### config.mk
export PLATFORM = sky130hd
export DESIGN_NAME = mc_control_fsm
export DESIGN_NICKNAME = d
export VERILOG_FILES = /design/src/rtl/mc_control_fsm.sv
export SDC_FILE = /design/constraint.sdc
export NUM_CORES = 1
export LEC_CHECK = 0
export ABC_AREA = 1
export BUFFER_PORTS_ARGS = -buffer_cell sky130_fd_sc_hd__buf_2
export CAP_MARGIN = 5
export CORE_AREA = 2 2 39 41
export CTS_BUF_LIST = sky130_fd_sc_hd__clkbuf_4
export CTS_CLUSTER_SIZE = 25
export DETAILED_ROUTE_END_ITERATION = 10
export DIE_AREA = 0 0 41 43
export PLACE_DENSITY = 0.8
export REMOVE_ABC_BUFFERS = 1
export SKIP_CTS_REPAIR_TIMING = 1
export SLEW_MARGIN = 20
export SYNTH_ARGS = -nofsm -noshare
export SYNTH_HDL_FRONTEND = slang
export SYNTH_SLANG_ARGS = --single-unit
### constraint.sdc
create_clock -name CLK -period 2.9 [get_ports CLK]
set_input_delay 0.145 -clock CLK [delete_from_list [all_inputs] [get_ports CLK]]
set_output_delay 0.145 -clock CLK [all_outputs]
set_load 0.02 [all_outputs]
### src/rtl/mc_control_fsm.sv
// Multicycle control FSM for the 16-bit datapath: decodes IR opcode into
// datapath enables and mux selects, stretches memory states on MemReady, latches halt.
module mc_control_fsm (
    input  logic       CLK,
    input  logic       nRST,
    input  logic [3:0] Op,
    input  logic       MemReady,
    output logic       PCWrite,
    output logic       PCWriteCond,
    output logic       IorD,
    output logic       MemRead,
    output logic       MemWrite,
    output logic       IRWrite,
    output logic       RegWrite,
    output logic       ALUSrcA,
    output logic [1:0] ALUSrcB,
    output logic [1:0] PCSrc,
    output logic [1:0] MemtoReg,
    output logic [1:0] RegDst,
    output logic [1:0] ALUOp,
    output logic       Halted,
    output logic       Illegal,
    output logic [3:0] State
);

    localparam int unsigned ST_W  = 4;
    localparam int unsigned OP_W  = 4;
    localparam int unsigned SEL_W = 2;

    typedef enum logic [ST_W-1:0] {
        S_RST      = 4'd0,
        S_FETCH    = 4'd1,
        S_DECODE   = 4'd2,
        S_EXEC_R   = 4'd3,
        S_WB_R     = 4'd4,
        S_EXEC_I   = 4'd5,
        S_WB_I     = 4'd6,
        S_MEM_ADDR = 4'd7,
        S_MEM_RD   = 4'd8,
        S_MEM_WB   = 4'd9,
        S_MEM_WR   = 4'd10,
        S_BRANCH   = 4'd11,
        S_JUMP     = 4'd12,
        S_HALT     = 4'd13
    } state_e;

    localparam logic [OP_W-1:0] OP_R    = 4'h0;
    localparam logic [OP_W-1:0] OP_ADDI = 4'h1;
    localparam logic [OP_W-1:0] OP_LW   = 4'h2;
    localparam logic [OP_W-1:0] OP_SW   = 4'h3;
    localparam logic [OP_W-1:0] OP_BEQ  = 4'h4;
    localparam logic [OP_W-1:0] OP_J    = 4'h5;
    localparam logic [OP_W-1:0] OP_HALT = 4'hF;

    localparam logic [SEL_W-1:0] SRCB_REG  = 2'b00;
    localparam logic [SEL_W-1:0] SRCB_TWO  = 2'b01;
    localparam logic [SEL_W-1:0] SRCB_IMM  = 2'b10;
    localparam logic [SEL_W-1:0] PCSRC_OUT = 2'b01;
    localparam logic [SEL_W-1:0] PCSRC_JMP = 2'b10;
    localparam logic [SEL_W-1:0] M2R_MDR   = 2'b01;
    localparam logic [SEL_W-1:0] DST_RD    = 2'b01;
    localparam logic [SEL_W-1:0] ALU_SUB   = 2'b01;
    localparam logic [SEL_W-1:0] ALU_FUNCT = 2'b10;

    state_e state_q, state_d;

    // State register; reset forces RST without waiting for a clock edge
    always_ff @(posedge CLK or negedge nRST) begin
        if (!nRST) begin
            state_q <= S_RST;
        end else begin
            state_q <= state_d;
        end
    end

    // Next state and Moore decode; FETCH enables and Illegal also look at inputs
    always_comb begin
        state_d     = state_q;
        PCWrite     = 1'b0;
        PCWriteCond = 1'b0;
        IorD        = 1'b0;
        MemRead     = 1'b0;
        MemWrite    = 1'b0;
        IRWrite     = 1'b0;
        RegWrite    = 1'b0;
        ALUSrcA     = 1'b0;
        ALUSrcB     = SRCB_REG;
        PCSrc       = 2'b00;
        MemtoReg    = 2'b00;
        RegDst      = 2'b00;
        ALUOp       = 2'b00;
        Halted      = 1'b0;
        Illegal     = 1'b0;

        case (state_q)
            S_RST: begin
                state_d = S_FETCH;
            end
            S_FETCH: begin
                MemRead = 1'b1;
                ALUSrcB = SRCB_TWO;
                if (MemReady) begin
                    IRWrite = 1'b1;
                    PCWrite = 1'b1;
                    state_d = S_DECODE;
                end
            end
            S_DECODE: begin
                ALUSrcB = SRCB_IMM;
                case (Op)
                    OP_R:          state_d = S_EXEC_R;
                    OP_ADDI:       state_d = S_EXEC_I;
                    OP_LW, OP_SW:  state_d = S_MEM_ADDR;
                    OP_BEQ:        state_d = S_BRANCH;
                    OP_J:          state_d = S_JUMP;
                    OP_HALT:       state_d = S_HALT;
                    default: begin
                        Illegal = 1'b1;
                        state_d = S_FETCH;
                    end
                endcase
            end
            S_EXEC_R: begin
                ALUSrcA = 1'b1;
                ALUSrcB = SRCB_REG;
                ALUOp   = ALU_FUNCT;
                state_d = S_WB_R;
            end
            S_WB_R: begin
                RegWrite = 1'b1;
                RegDst   = DST_RD;
                state_d  = S_FETCH;
            end
            S_EXEC_I: begin
                ALUSrcA = 1'b1;
                ALUSrcB = SRCB_IMM;
                state_d = S_WB_I;
            end
            S_WB_I: begin
                RegWrite = 1'b1;
                state_d  = S_FETCH;
            end
            S_MEM_ADDR: begin
                ALUSrcA = 1'b1;
                ALUSrcB = SRCB_IMM;
                // IR is stable, so anything other than lw/sw here is unreachable
                if (Op == OP_LW) begin
                    state_d = S_MEM_RD;
                end else if (Op == OP_SW) begin
                    state_d = S_MEM_WR;
                end else begin
                    state_d = S_FETCH;
                end
            end
            S_MEM_RD: begin
                MemRead = 1'b1;
                IorD    = 1'b1;
                if (MemReady) begin
                    state_d = S_MEM_WB;
                end
            end
            S_MEM_WB: begin
                RegWrite = 1'b1;
                MemtoReg = M2R_MDR;
                state_d  = S_FETCH;
            end
            S_MEM_WR: begin
                MemWrite = 1'b1;
                IorD     = 1'b1;
                if (MemReady) begin
                    state_d = S_FETCH;
                end
            end
            S_BRANCH: begin
                ALUSrcA     = 1'b1;
                ALUSrcB     = SRCB_REG;
                ALUOp       = ALU_SUB;
                PCWriteCond = 1'b1;
                PCSrc       = PCSRC_OUT;
                state_d     = S_FETCH;
            end
            S_JUMP: begin
                PCWrite = 1'b1;
                PCSrc   = PCSRC_JMP;
                state_d = S_FETCH;
            end
            S_HALT: begin
                Halted = 1'b1;
            end
            default: begin
                state_d = S_RST;
            end
        endcase
    end

    assign State = ST_W'(state_q);

endmodule

==> results.md, run 1 <==
* Final net count at 130
* Tcrit/Tclk final at 57.05%
* First-pass GRT wire length at 1883 um
* GP Congestion at 0.8293
* Setup_tns at 0 ns
* Start point of the critical path: State[0]$_DFFE_PN0P_
* Total die area at 1763 um2
* Max H-tree Level at 1
* GRT Resource Usage Total at 14.96%
* Routed vias/inst at 4.839
* Initial Util at around 36%
* Slowest cell on crit path: dfrtp_1
* Via Count at 663
* CTS tree: yes
* Post-Layout Cell Count at about 140
* WP buf/inv at 3
* Synth cell types at 17
* CP Max Fanout at 6
* Chip width at 41 um
* MaxCap Viol Count at 0
* Number of flip-flops in the largest register at 4
* IO Port Bufs at 28
* Worst Path Required at 2.76 ns
* Layout Area Growth over Synthesis at 33.42%
* Worst R2R Path Depth at 8
* Leak at 0.0004386 uW
* Crit-path max cell delay at around 0.43 ns
* Crit path depth at 6
* Root cell of the clock tree: clkbuf_4
* Path type of the worst min-delay path: in -> async
* Flop and latch count out of synthesis at 4
* Placed instance count at approximately 130
* Largest net degree at the start of global routing at 10
* # DRC at 0
* Synthesized netlist cell count at between 90 and 100
* Critical path class: reg -> out
* Core ar. at 1384 um2
* Diode count at 0
* Reg2reg start: State[0]$_DFFE_PN0P_
* Routed Antenna Nets at 0
* Fin crit period at around 1.7 ns
* Row count at 14
* GRT overflow at 0
* Total CTS buffers at 3
* Die Height at 43 um
* Worst skew pair latency at 0.23 ns
* Clock Tree Buf Depth at 2
* IO Count at 31
* Run status: completed
* TritonRoute pass-1 iters at 4
* Max Fclk at 604.4 MHz
* Clk pin slew, worst setup/hold paths at 0.04 ns
* Fin Clk Skew at 0.002003 ns
* Max Transition Viols Final at 0
* Cell area power density at 961.2 nW/um2
* CP Cell Sequence: inv_2 > nand2_1 > nor2_2 > inv_1 > nor3b_1 > buf_2
* Ys Warns at 0
* Most frequent cells in the layout: nand2_1, buf_2, inv_1, nor2_1, nand3_1
* Critical Path AT at 1.51 ns
* Mapped Area at 498.0 um2
* Unrepaired setup endpoints after global routing: false
* Post-DP HPWL at 1096 um
* Syn Area/Cell at around 5.4 um2
* Most common cell after layout, fill and taps aside: nand2_1
* Clock sink total at 4
* Fraction of layout cells with a size suffix above 1 at between 20% and 30%
* Peak VDD IR at 0.2588 mV
* Crit. End Element: output port
* Number of global-route vias before repair at 481
* Final setup fails at 0
* DRT Wirelength at 1367 um
* DR WL/cell at roughly 10 um
* Initial antenna violation count at 0
* Final hold viol count at 0
* Sequential fraction of the synthesis area at between 20% and 30%
* Critical Path Start Type: register
* First-iteration detailed-routing DRC count at 10
* Top delay family on crit path: simple AND/OR/NAND/NOR gates
==> kinds of logic (layout without fill, tap and decap cells) <==
kind of cell	count (synthesis)	count (layout)	synth area share, %
other	1	2	0.7530
buffers and inverters	18	46	16.58
and+or+nand+nor	58	58	50.25
AOI/OAI and AO/OA	11	11	12.31
DFF	4	4	20.10
==> power by group <==
group / switching [uW] / total (uW) / internal (uW)
Combinational: 314 / 458 / 144
Clock: 21.8 / 68.0 / 46.2
Sequential: 34.5 / 113 / 78.5
==> worst reg2reg max path, delay by kind of cell (launching register included) <==
family | cells | cell delay [ns]
simple gates | 7 | 0.66
flops | 1 | 0.43
buf+inv | 1 | 0.13
==> final timing paths <==
kind / to / slack [ns]
worst max-delay path: Illegal / 1.25
worst min-delay path: State[1]$_DFFE_PN0P_ / 0.25
worst max register to register: State[3]$_DFFE_PN0P_ / 1.57
worst min register to register: State[3]$_DFFE_PN0P_ / 0.64
max in group asynchronous: State[3]$_DFFE_PN0P_ / 2.54
min in group CLK: State[1]$_DFFE_PN0P_ / 0.27
==> final cells by class <==
type	instances	area, um2
Fill cell	163	719.4
Multi-Input combinational cell	71	319.1
Timing Repair Buffer	29	150.1
Sequential cell	4	100.1
Inverter	14	52.55
Clock buffer	3	22.52
Tap cell	16	20.02
==> routing by layer <==
metal	GRT usage (%)	vias to the layer above	wire length, um
met5	0	-	0
met4	6.000	0	17
met3	0	2	108
met2	26.56	28	610
met1	17.76	289	632
li1	-	344	-
==> per-stage QoR <==
stage / total power (uW) / hold slack, ns / setup slack, ns / cell area [um2] / util (%)
detailed placement: 570.5 / -0.04862 / 1.486 / 631.9 / 45.66
finish: 638.6 / 0.2456 / 1.246 / 664.4 / 48.01
CTS: 640.4 / -0.2956 / 1.237 / 654.4 / 47.29
global route: 697.7 / 0.2667 / 1.124 / 664.4 / 48.01
global placement: 565.3 / -0.04933 / 1.540 / 631.9 / 45.66
floorplan: 437.1 / -0.1506 / 1.267 / 471.7 / -
==> cell usage after synthesis (all sizes together) <==
cell    instances  share of area [%]
a21oi           4                4.0
buf             4                6.0
nor3b           1                1.5
dfrtp           4                 20
o22ai           3                3.8
o21ai           3                3.0
inv            14                 11
o211ai          1                1.5
nand3           7                7.0
nand4           2                2.5
conb            1               0.75
nor2           16                 15
nand2          32                 25
(Power assumes the default switching activity.)
==> run 2: changes to the inputs <==
--- a/config.mk
+++ b/config.mk
@@ -5,15 +5,15 @@
 export SDC_FILE = /design/constraint.sdc
 export NUM_CORES = 1
 export LEC_CHECK = 0
-export ABC_AREA = 1
+export ABC_AREA = 0
 export BUFFER_PORTS_ARGS = -buffer_cell sky130_fd_sc_hd__buf_2
 export CAP_MARGIN = 5
-export CORE_AREA = 2 2 39 41
+export CORE_MARGIN = 2
+export CORE_UTILIZATION = 42
 export CTS_BUF_LIST = sky130_fd_sc_hd__clkbuf_4
 export CTS_CLUSTER_SIZE = 25
 export DETAILED_ROUTE_END_ITERATION = 10
-export DIE_AREA = 0 0 41 43
-export PLACE_DENSITY = 0.8
+export PLACE_DENSITY = 0.87
 export REMOVE_ABC_BUFFERS = 1
 export SKIP_CTS_REPAIR_TIMING = 1
 export SLEW_MARGIN = 20
==> constraint.sdc (replaced) <==
create_clock -name CLK -period 1.51 [get_ports CLK]
set_input_delay 0.0755 -clock CLK [delete_from_list [all_inputs] [get_ports CLK]]
set_output_delay 0.0755 -clock CLK [all_outputs]
set_load 0.02 [all_outputs]
==> results.md, run 2 <==
* Run status: finished with violations
* Failing checks: setup timing
* Largest cells by area after synthesis: dfrtp_1, nor3_1, buf_4, a21oi_1, nand2_1
* Most common cell after layout, fill and taps aside: buf_2
* GRT Resource Usage Total at 20.35%
* Final setup margin at -0.07195 ns
* # DRC at 0
* Initial antenna violation count at 0
* Largest net degree at the start of global routing at 14
* Internal power at ~940 uW
* Root cell of the clock tree: clkbuf_4
* Chip width at 42.25 um
* Number of global-route vias before repair at 618
* CP Max Fanout at 5
* Clock Tree Buf Depth at 2
* Synthesized netlist cell count at between 80 and 90
* Tcrit/Tclk final at 104.8%
* Peak VDD IR at 0.9153 mV
* Clock sink total at 4
* DR WL/cell at between 10 and 15 um
* Clk pin slew, worst setup/hold paths at 0.05 ns
* Number of flip-flops in the largest register at 4
* Reg2Reg Setup Slack at 0.05 ns
* Adder-cell share of the synthesized area at 0%
* Fraction of registers with async set/reset at between 90% and 100%
* Die Height at 42.25 um
* Critical Path Start Type: register
* Part of the power in registers at between 10% and 20%
* Cell area power density at 2167 nW/um2
* Slowest cell on crit path: or3b_4
* Most frequent cells in the layout: buf_2, buf_4, nand2_1, nor3_1, a21oi_1
* DRT Wirelength at 1893 um
* Fraction of power consumed by combinational cells at 82.2%
* IO Count at 31
* Worst R2R Path Depth at 5
* Crit. End Element: output port
* Top_reg_cell synth: dfrtp_1
* Core ar. at 1334 um2
* Mapped Area at 614.3 um2
* FF-to-FF End: State[1]$_DFFE_PN0P_
* CP Cell Sequence: or3b_4 > nor4b_2 > buf_2
* Complex-gate fraction of the synthesized area at around a quarter
* Max Transition Viols Final at 0
* GP Congestion at approximately 0.87
* Number of enable flip-flop cells after synthesis at 0
* Ys Warns at 0
* Routed Antenna Nets at 0
* IO Port Bufs at 28
* Fin crit period at 1.582 ns
* Leak at around 0.00043 uW
* Largest area contributor in the netlist: dfrtp_1
* Clk pwr share at about 7.1%
* Pre-CTS WS at 0.06473 ns
* Critical path class: reg -> out
* CTS tree: yes
* Main combinational cell family by area after synthesis: simple AND/OR/NAND/NOR gates
* Total CTS buffers at 3
* Layout Area Growth over Synthesis at 49.69%
* Worst skew pair latency at around 0.24 ns
* Max H-tree Level at 1
* Xor and xnor area share after synthesis at 1.426%
* Max Fclk at between 600 and 700 MHz
* Worst Path Required at roughly 1.4 ns
* Switching pwr at 1056 uW
* Unrepaired setup endpoints after global routing: true
* TritonRoute pass-1 iters at 4
* Synth cell types at 43
* Fraction of layout cells with a size suffix above 1 at 54.17%
* Fin Clk Skew at 0.009654 ns
* Sequential fraction of the synthesis area at 16.29%
* Sw Share at roughly 53%
* Diode count at 0
* Routed vias/inst at approximately 5.7
* Tot Pwr at 1992 uW
* Simple-gate portion of the synthesized area at 39.31%
* Commonest cells post-synth: nand2_1, nor2_1, nor3_1
* Reg2reg start: State[2]$_DFFE_PN0P_
* Setup_tns at -0.1245 ns
* MaxCap Viol Count at 0
* Post-DP HPWL at between 1000 and 1500 um
* Final setup fails at 3
* First-iteration detailed-routing DRC count at 19
* Final hold viol count at 0
* GRT overflow at 0
* Crit-path max cell delay at about 0.45 ns
* Final net count at 129
* Critical Path AT at between 1.5 and 2 ns
* Row count at 13
* Syn Area/Cell at 7.143 um2
* First-pass GRT wire length at roughly 2800 um
* Initial Util at 46.06%
* Via Count at approximately 780
* Path type of the worst min-delay path: in -> async
* Flop and latch count out of synthesis at 4
* Mux share of post-synthesis cell area at roughly 1.8%
* Share of the synthesized area in the top cell type at 16.29%
* Total die area at 1785 um2
## run 2: worst max path at each step
stage	depth (start not counted)	slack (ns)	start	endpoint
after CTS	3	-0.15	State[2]$_DFFE_PN0P_	Illegal
after global routing	3	-0.11	State[3]$_DFFE_PN0P_	Illegal
after floorplan	4	-0.69	State[0]$_DFFE_PN0P_	PCWrite
final	3	-0.07	State[2]$_DFFE_PN0P_	Illegal
after detailed placement	4	0.06	State[2]$_DFFE_PN0P_	State[1]$_DFFE_PN0P_
after global placement	4	0.13	State[2]$_DFFE_PN0P_	State[1]$_DFFE_PN0P_
## run 2: power by group through the flow
stage	clock, uW	sequential, uW	combinational [uW]
global route	155	221	1770
finish	142	214	1640
CTS	146	208	1390
global placement	0	202	1340
detailed placement	0	207	1390
floorplan	0	400	688
## run 2: through the flow
step	hold WS [ns]	cell area (um2)	std cells	utilization, %
after CTS	-0.3709	790.8	129	59.29
after global routing	0.1826	919.6	135	68.95
final	0.1759	919.6	135	68.95
after global placement	-0.1152	768.2	126	57.60
after floorplan	-0.2201	541.8	74	-
after detailed placement	-0.1108	768.2	126	57.60
## run 2: per-layer routing
| layer | vias to the layer above | wire length [um] | track usage, % | share of wire [%] |
|---|---|---|---|---|
| li1 | 373 | - | - | - |
| met1 | 367 | 744 | 25.52 | 39 |
| met4 | 0 | 31 | 3.750 | 1.6 |
| met2 | 32 | 998 | 33.54 | 53 |
| met5 | - | 0 | 0 | 0 |
| met3 | 4 | 119 | 7.328 | 6.3 |
## run 2: cells by family after synthesis
| group | after synthesis |
|---|---|
| other | 1 |
| multiplexers | 1 |
| AND/OR/NAND/NOR | 39 |
| buffers and inverters | 16 |
| XOR/XNOR | 1 |
| flip-flops | 4 |
| AO/OA/AOI/OAI | 24 |
## run 2: final cells by class
class	count	area, um2
multi-input combinational	67	493.0
timing repair buffer	43	271.5
fill	112	414.1
sequential	4	102.6
inverter	3	11.26
tap	15	18.77
clock buffer	3	22.52
## run 2: critical path, delay by kind of cell, from the launching register on
kind / cells / cell delay [ns]
flip-flops: 1 / 0.41
buffers and inverters: 1 / 0.20
AND/OR/NAND/NOR: 2 / 0.67
==> run 3: changes to the inputs <==
--- a/config.mk
+++ b/config.mk
@@ -7,7 +7,7 @@
 export LEC_CHECK = 0
 export ABC_AREA = 0
 export BUFFER_PORTS_ARGS = -buffer_cell sky130_fd_sc_hd__buf_2
-export CAP_MARGIN = 5
+export CAP_MARGIN = 30
 export CORE_MARGIN = 2
 export CORE_UTILIZATION = 42
 export CTS_BUF_LIST = sky130_fd_sc_hd__clkbuf_4
==> constraint.sdc (replaced) <==
create_clock -name CLK -period 1.51 [get_ports CLK]
set_input_delay 0.0755 -clock CLK [delete_from_list [all_inputs] [get_ports CLK]]
set_output_delay 0.0755 -clock CLK [all_outputs]
set_load 0.01 [all_outputs]
==> results.md, run 3 (synthesized netlist as in run 2, its figures left out) <==
* Final setup margin at -0.04857 ns
* Row count at 13
* Crit-path max cell delay at roughly 0.45 ns
* Critical Path AT at 1.48 ns
* Final setup fails at 2
* CP Max Fanout at 5
* Most common cell after layout, fill and taps aside: buf_2
* Failing checks: setup timing
* First-pass GRT wire length at between 2000 and 3000 um
* Met3 Usage GRT at 9.483%
* Part of the power in registers at 12.6%
* Reg2Reg Setup Slack at roughly 0.04 ns
* Tcrit/Tclk final at 103.2%
* Critical Path Start Type: register
* Post-Layout Cell Count at around 140
* First-iteration detailed-routing DRC count at 18
* MaxCap Viol Count at 0
* Worst Path Required at 1.43 ns
* Fraction of power consumed by combinational cells at 80.3%
* Layout Area Growth over Synthesis at 56.82%
* Crit. End Element: output port
* WP buf/inv at 1
* Global routing's busiest layer: met2
* TritonRoute pass-1 iters at 4
* Number of global-route vias before repair at 643
* WHS at 0.1706 ns
* Clk pin slew, worst setup/hold paths at 0.04 ns
* Fin Clk Skew at 0.003492 ns
* Sw Share at 47.02%
* # DRC at 0
* Cell area power density at approximately 2100 nW/um2
* M1 GR Usage at 25.58%
* Switching pwr at 936.0 uW
* Initial Util at 46.06%
* Max Transition Viols Final at 0
* Via Count at between 700 and 800
* Routed vias/inst at 5.796
* Unrepaired setup endpoints after global routing: true
* Post-DP HPWL at 1299 um
* Clock Tree Buf Depth at 2
* Critical path class: reg -> out
* Core ar. at 1334 um2
* Met2 usage at 33.23%
* CTS tree: yes
* DRT Wirelength at 2034 um
* Total CTS buffers at 3
* Slowest cell on crit path: or3b_4
* Fin crit period at 1.559 ns
* Die Height at 42.25 um
* Leak at 0.0004578 uW
* Diode count at 0
* IO Port Bufs at 28
* Clk pwr share at 7.2%
* Placed instance count at roughly 130
* Top delay family on crit path: simple AND/OR/NAND/NOR gates
* Fraction of layout cells with a size suffix above 1 at 53.28%
* Routed Antenna Nets at 0
* Internal power at 1055 uW
* Max H-tree Level at 1
* Final hold viol count at 0
* Initial antenna violation count at 0
* Largest net degree at the start of global routing at 22
* Clock sink total at 4
* Max Fclk at between 600 and 700 MHz
* Worst skew pair latency at 0.25 ns
* GP Congestion at 0.8818
* DR WL/cell at 14.85 um
* CP Cell Sequence: or3b_4 > nor4b_2 > buf_2
* Number of flip-flops in the largest register at 4
* Chip width at 42.25 um
* Final core occ at 72.23%
* Total die area at 1785 um2
* GRT overflow at 0
* GRT Resource Usage Total at between 20% and 30%
* Final net count at ~130
* Peak VDD IR at 0.9235 mV
* Most frequent cells in the layout: buf_2, buf_4, nor2_1
* Root cell of the clock tree: clkbuf_4
* Run status: finished with violations
* Number of filler cells placed in the layout at roughly 110
* Path type of the worst min-delay path: in -> async
* IO Count at 31
## run 3: final timing paths
check                                          start                    to  cells past startpoint
worst min register to register  State[3]$_DFFE_PN0P_  State[0]$_DFFE_PN0P_                      2
worst min-delay path                            nRST  State[0]$_DFFE_PN0P_                      2
worst max-delay path            State[2]$_DFFE_PN0P_               Illegal                      3
min in group CLK                            MemReady  State[3]$_DFFE_PN0P_                      4
worst max register to register  State[1]$_DFFE_PN0P_  State[1]$_DFFE_PN0P_                      4
max in group asynchronous                       nRST  State[1]$_DFFE_PN0P_                      2
## run 3: power by group through the flow
stage	combinational, uW	sequential, uW	clock [uW]
3_5_place_dp	1210	247	0
5_1_grt	1730	256	160
2_1_floorplan	570	366	0
6_report	1600	250	143
3_3_place_gp	1180	243	0
4_1_cts	1210	245	146
## run 3: cell type report
| cell class | count | area (um2) | share of cell area [%] |
|---|---|---|---|
| sequential | 4 | 103.9 | 10.78 |
| clock buffer | 3 | 22.52 | 2.338 |
| multi-input combinational | 67 | 480.5 | 49.87 |
| timing repair buffer | 45 | 326.6 | 33.90 |
| inverter | 3 | 11.26 | 1.169 |
| tap | 15 | 18.77 | 1.948 |
## run 3: routing by layer
layer / part of all wire (%) / routed length [um]
met3: 6.6 / 134
met4: 2.5 / 50
met5: 0 / 0
met1: 39 / 797
met2: 52 / 1052
## run 3: stage by stage
step	total power (uW)	setup TNS, ns	worst slack (ns)	area (um2)
final	1991	-0.07705	-0.04857	963.4
after global placement	1420	0	0.1012	773.2
after CTS	1602	-0.3306	-0.1527	795.8
after global routing	2143	-0.3855	-0.09321	963.4
after floorplan	935.3	-0.7274	-0.2612	541.8
after detailed placement	1453	0	0.04274	773.2
